**src/rtl/serdes_pkg.sv**
```systemverilog
// Shared definitions for the UART-side serializer/deserializer pair.
// Holds the default word and byte widths that the splitter and the
// concatenator agree on, plus the splitter's state type.
package serdes_pkg;

    localparam int WORD_W = 32;  // default core-side word width
    localparam int BYTE_W = 8;   // default UART-side chunk width

    typedef enum logic {
        IDLE,  // no word held; ready for a new one
        SEND   // a word is held and its chunks are being emitted
    } split_state_t;

endpackage

```
**src/rtl/split.sv**
```systemverilog
// split: word-to-chunk serializer.
// Accepts one DATAW_IN-bit word over a valid/ready handshake and emits it as
// SPLIT_NUM chunks of DATAW_OUT bits over a second valid/ready handshake.
// Least-significant chunk first unless MSB_FIRST is set.
//
// Ports:
//   clk        clock
//   rst        asynchronous active-high reset
//   in_valid   din holds a word to send
//   in_ready   word is accepted this cycle (may depend on out_ready)
//   din        word to serialize
//   out_valid  dout holds a valid chunk (registered state only)
//   out_ready  consumer takes dout this cycle
//   dout       current chunk
//   last       dout is the final chunk of its word
//   busy       a word is held
module split
    import serdes_pkg::*;
#(
    parameter int DATAW_IN      = WORD_W,
    parameter int DATAW_OUT     = BYTE_W,
    parameter int DATAW_OUT_LEN = $clog2(DATAW_OUT),
    parameter int SPLIT_NUM     = DATAW_IN >> DATAW_OUT_LEN,
    parameter int SPLIT_LEN     = $clog2(SPLIT_NUM),
    parameter bit MSB_FIRST     = 1'b0
) (
    input  logic                 clk,
    input  logic                 rst,
    input  logic                 in_valid,
    output logic                 in_ready,
    input  logic [DATAW_IN-1:0]  din,
    output logic                 out_valid,
    input  logic                 out_ready,
    output logic [DATAW_OUT-1:0] dout,
    output logic                 last,
    output logic                 busy
);

    localparam logic [SPLIT_LEN-1:0] LAST_IDX = SPLIT_LEN'(SPLIT_NUM - 1);
    localparam int                   LO_W     = SPLIT_LEN + DATAW_OUT_LEN;

    split_state_t         r_state;
    split_state_t         w_next_state;
    logic [SPLIT_LEN-1:0] r_counter;
    logic [DATAW_IN-1:0]  r_word_buf;

    logic                 w_last_chunk;
    logic                 w_in_fire;
    logic                 w_out_fire;
    logic [SPLIT_LEN-1:0] w_index;
    logic [LO_W-1:0]      w_slice_lo;

    // State register.
    // NOTE: sequential state uses non-blocking assignments so every flop
    // samples pre-edge values regardless of statement order.
    always_ff @(posedge clk or posedge rst) begin
        if (rst) begin
            r_state <= IDLE;
        end else begin
            r_state <= w_next_state;
        end
    end

    // Next state and handshake outputs.
    // NOTE: every signal gets a default first so no path leaves it
    // unassigned, which would otherwise infer a latch.
    always_comb begin
        w_next_state = r_state;
        w_last_chunk = (r_counter == LAST_IDX);
        out_valid    = 1'b0;
        busy         = 1'b0;
        last         = 1'b0;
        in_ready     = 1'b0;

        case (r_state)
            IDLE: begin
                in_ready = 1'b1;
                if (in_valid) begin
                    w_next_state = SEND;
                end
            end
            SEND: begin
                out_valid = 1'b1;
                busy      = 1'b1;
                last      = w_last_chunk;
                // The final chunk leaving frees the buffer in the same cycle,
                // so a waiting word can be loaded with no bubble.
                in_ready  = out_ready && w_last_chunk;
                if (out_ready && w_last_chunk && !in_valid) begin
                    w_next_state = IDLE;
                end
            end
            default: w_next_state = IDLE;
        endcase

        w_in_fire  = in_valid && in_ready;
        w_out_fire = out_valid && out_ready;
    end

    // Word buffer and chunk counter. A reload takes priority: it can only
    // coincide with the final chunk firing, where the counter restarts anyway.
    always_ff @(posedge clk or posedge rst) begin
        if (rst) begin
            r_word_buf <= '0;
            r_counter  <= '0;
        end else if (w_in_fire) begin
            r_word_buf <= din;
            r_counter  <= '0;
        end else if (w_out_fire) begin
            r_counter <= w_last_chunk ? '0 : r_counter + SPLIT_LEN'(1);
        end
    end

    // Chunk selection from registers only; the low bound is the chunk index
    // shifted up by the chunk width exponent.
    always_comb begin
        w_index    = MSB_FIRST ? (LAST_IDX - r_counter) : r_counter;
        w_slice_lo = {w_index, {DATAW_OUT_LEN{1'b0}}};
        dout       = r_word_buf[w_slice_lo +: DATAW_OUT];
    end

endmodule

```
**config.mk**
```make
export PLATFORM = sky130hd
export DESIGN_NAME = split
export DESIGN_NICKNAME = d
export VERILOG_FILES = /design/src/rtl/serdes_pkg.sv /design/src/rtl/split.sv
export SDC_FILE = /design/constraint.sdc
export NUM_CORES = 1
export LEC_CHECK = 0
export CAP_MARGIN = 25
export CORE_MARGIN = 2
export CORE_UTILIZATION = 47
export DETAILED_ROUTE_END_ITERATION = 12
export GPL_ROUTABILITY_DRIVEN = 0
export PLACE_DENSITY = 0.76
export SETUP_SLACK_MARGIN = 0.02
export SYNTH_ARGS = -nofsm -noshare
export SYNTH_HDL_FRONTEND = slang
export SYNTH_SLANG_ARGS = --single-unit
```
**constraint.sdc**
```tcl
create_clock -name clk -period 1.7 [get_ports clk]
set_input_delay 0.34 -clock clk [delete_from_list [all_inputs] [get_ports clk]]
set_output_delay 0.34 -clock clk [all_outputs]
set_load 0.02 [all_outputs]
```
==> out/qor.yml <==
logic_synthesis:
  async_flop_share_pct: 100.0
  syn_nets: 208
  synth_top_flop_cell: "dfrtp_1"
  ys_types: 21
  synthTopCellsByCount: "35 x dfrtp_1, 34 x inv_1, 34 x nand2_1, 30 x o32ai_2, 8 x mux4_2"
  yosysSeqAreaShare_pct: 43.05
  synth_area_leaders: "dfrtp_1 43%, o32ai_2 24%, mux4_2 8.9%, inv_1 6.3%, nand2_1 6.3%"
  synth_largest_area_cell: "dfrtp_1"
  yosysMostFrequentCell: "dfrtp_1"
  postSynthCellCount: 171
  syn_avg_cell_area_um2: 11.90
  synth_top_area_share_pct: 43.05
  syn_area_um2: 2034
  yosys_warnings: 0
  synth_edf_count: 0
  synth_seq_cells: 35
layout:
  drive_above_1_share_pct: 34.50
  area_growth_pct: 36.29
  nets: 265
  final_cells: 279
  design_area_um2: 2773
  antenna_cells: 0
power:
  peakVddDrop_mv: 0.8822
  total_power_mw: 4.750
  p_leak_nw: 1.248
  powerDensity_nw_per_um2: 1713
timing:
  setup_viol: 9
  fin_ws_ns: -0.1246
  final-hold-violation-count: 0
  maxSlewViolCount: 0
  fin_skew_ns: 0.002415
  slew_headroom_pct: 70.06
  period_minus_slack_ns: 1.825
  max_freq_mhz: 548.1
  rsz0062_at_grt: "true"
  tightest_slew_ns: 0.4490
  fin_crit_sh_pct: 107.3
grt:
  grt_usage_pct: 20.32
  met2_usage_pct: 33.54
  met1_usage_pct: 26.84
  grt_overflow: 0
  grt_pass1_vias: 1631
  top_usage_layer: "met2"
  met3_usage_pct: 4.651
  grt_max_degree: 36
  grt_pass1_wl_um: 7852
  antenna_found_initial: 0
floorplan:
  core_um2: 4086
  start_util_pct: 49.79
  fp.dieArea_um2: 4871
  die_h_um: 69.79
  die_x_um: 69.79
  num_rows: 23
  pin_count: 48
clocking:
  clock_latency_ns: 0.28
  root_buffer: "clkbuf_8"
  htree_levels: 2
  cts_num_sinks: 35
  cts_tree: "yes"
  cts_made_buffers: 5
  path_clk_slew_ns: 0.07
  clockBufferDepth: 2
drt:
  route.antenna.remaining_nets: 0
  via_per_inst: 5.348
  initialDrtViolationCount: 54
  wire_per_inst_um: 16.11
  vias: 1492
  wirelength_um: 4495
  firstDrtPassIters: 4
  drc: 0
setup_path:
  critPathLaunchType: "flop"
  critical_path_buf_inv_count: 2
  critical_path_depth: 3
  rr_worst_depth: 6
  worst_path_most_repeated_cell: "buf_6"
  path_cells: "buf_6 -> mux4_2 -> buf_6"
  critPathMaxStageDelay_ns: 0.52
  critPathMaxFanout: 5
  crit_slowest_cell: "mux4_2"
  crit_type: "reg -> out"
  cp.arrival_ns: 1.48
  required_ns: 1.36
  worstSetupEndpointType: "primary output"
  critical_path.top_delay_family: "multiplexers"
placement:
  place_inst: 270
  hpwl_um: 3353
  dpl_cell_area_um2: 2659
  io_buffers: 47
status:
  status: "complete, but fails checks"
  violations: "negative setup slack"
run:
  max_cap_violations: 0
hold_path:
  hp-class: "in -> async"
-- registers in the layout, summed over array words and instances, names as in the netlist --
signal      cells
r_word_buf     32
r_state         1
r_counter       2
-- worst reg2reg max path, delay by kind of cell (launching register included) --
family / cells / cell delay, ns
AOI/OAI and AO/OA: 2 / 0.32
DFF: 1 / 0.40
adders and majority gates: 1 / 0.21
buffers and inverters: 3 / 0.56
-- path summary, 6_finish.rpt --
check / startpoint / end / slack [ns]
min reg2reg: r_word_buf[24] / r_word_buf[24] / 0.55
min in group clk: r_word_buf[24] / r_word_buf[24] / 0.55
max: r_counter[0] / dout[6] / -0.12
max in group asynchronous: rst / r_word_buf[3] / 0.91
max reg2reg: r_counter[0] / r_word_buf[25] / 0.09
min: rst / r_word_buf[30] / 0.47
-- layout make-up --
type                    count  area [um2]
clock buffers               7       76.32
clock inverters             1       5.005
fillers                   316        1314
inverters                  34       127.6
multi-input cells          85       919.6
flip-flops and latches     35       875.8
well taps                  50       62.56
repair buffers             67       705.7
-- timing repair --
action / 4_1_cts / 5_1_grt
gates resized for setup: 61 / 4
setup endpoints to repair: 43 / 12
pin swaps: 0 / 1
hold buffers: 0 / 0
setup buffers: 0 / 1
-- metal layers --
metal	up-vias	share of wire, %	wire length [um]
met1	740	45	2018
met2	34	50	2259
met3	7	3.8	169
met4	0	1.1	48
met5	-	0	0
li1	711	-	-
-- report_power, final --
part | internal (mW) | switching (mW) | leakage, nW
clock | 0.287 | 0.292 | 0.0422
combinational | 1.56 | 1.11 | 0.781
sequential | 1.24 | 0.253 | 0.424
total | 3.09 | 1.66 | 1.25
-- cell usage in the layout, fill, tap and decap left out, types with 2 or more instances in the layout --
| cell | Yosys | layout |
|---|---|---|
| clkdlybuf4s50_1 | 0 | 35 |
| dfrtp_1 | 35 | 35 |
| o32ai_2 | 30 | 30 |
| nand2_1 | 34 | 34 |
| inv_1 | 34 | 34 |
| clkbuf_8 | 0 | 5 |
| clkbuf_1 | 4 | 2 |
| dlymetal6s2s_1 | 0 | 2 |
| buf_12 | 0 | 5 |
| o32ai_1 | 2 | 2 |
| mux4_2 | 8 | 8 |
| buf_4 | 4 | 13 |
| buf_6 | 5 | 10 |
-- through the flow --
step / hold slack (ns) / utilization [%] / setup slack [ns] / TNS (ns)
4_1_cts: 0.4797 / 67.45 / -0.1416 / -1.073
5_1_grt: 0.4983 / 67.85 / -0.1844 / -1.507
3_3_place_gp: 0.5322 / 65.06 / -0.2492 / -3.482
3_5_place_dp: 0.5409 / 65.06 / -0.2527 / -4.607
2_1_floorplan: 0.4943 / - / 0.1600 / 0
6_report: 0.4658 / 67.85 / -0.1246 / -0.9782
-- logic make-up (layout without fill, tap and decap cells) --
logic type	Yosys count	after routing	synth area share, %
simple gates	41	41	8.918
buf+inv	51	109	12.24
mux	8	8	8.856
flops	35	35	43.05
fa+ha+maj	1	1	0.6149
compound gates	35	35	26.32
Power figures use the tool's default switching activity.
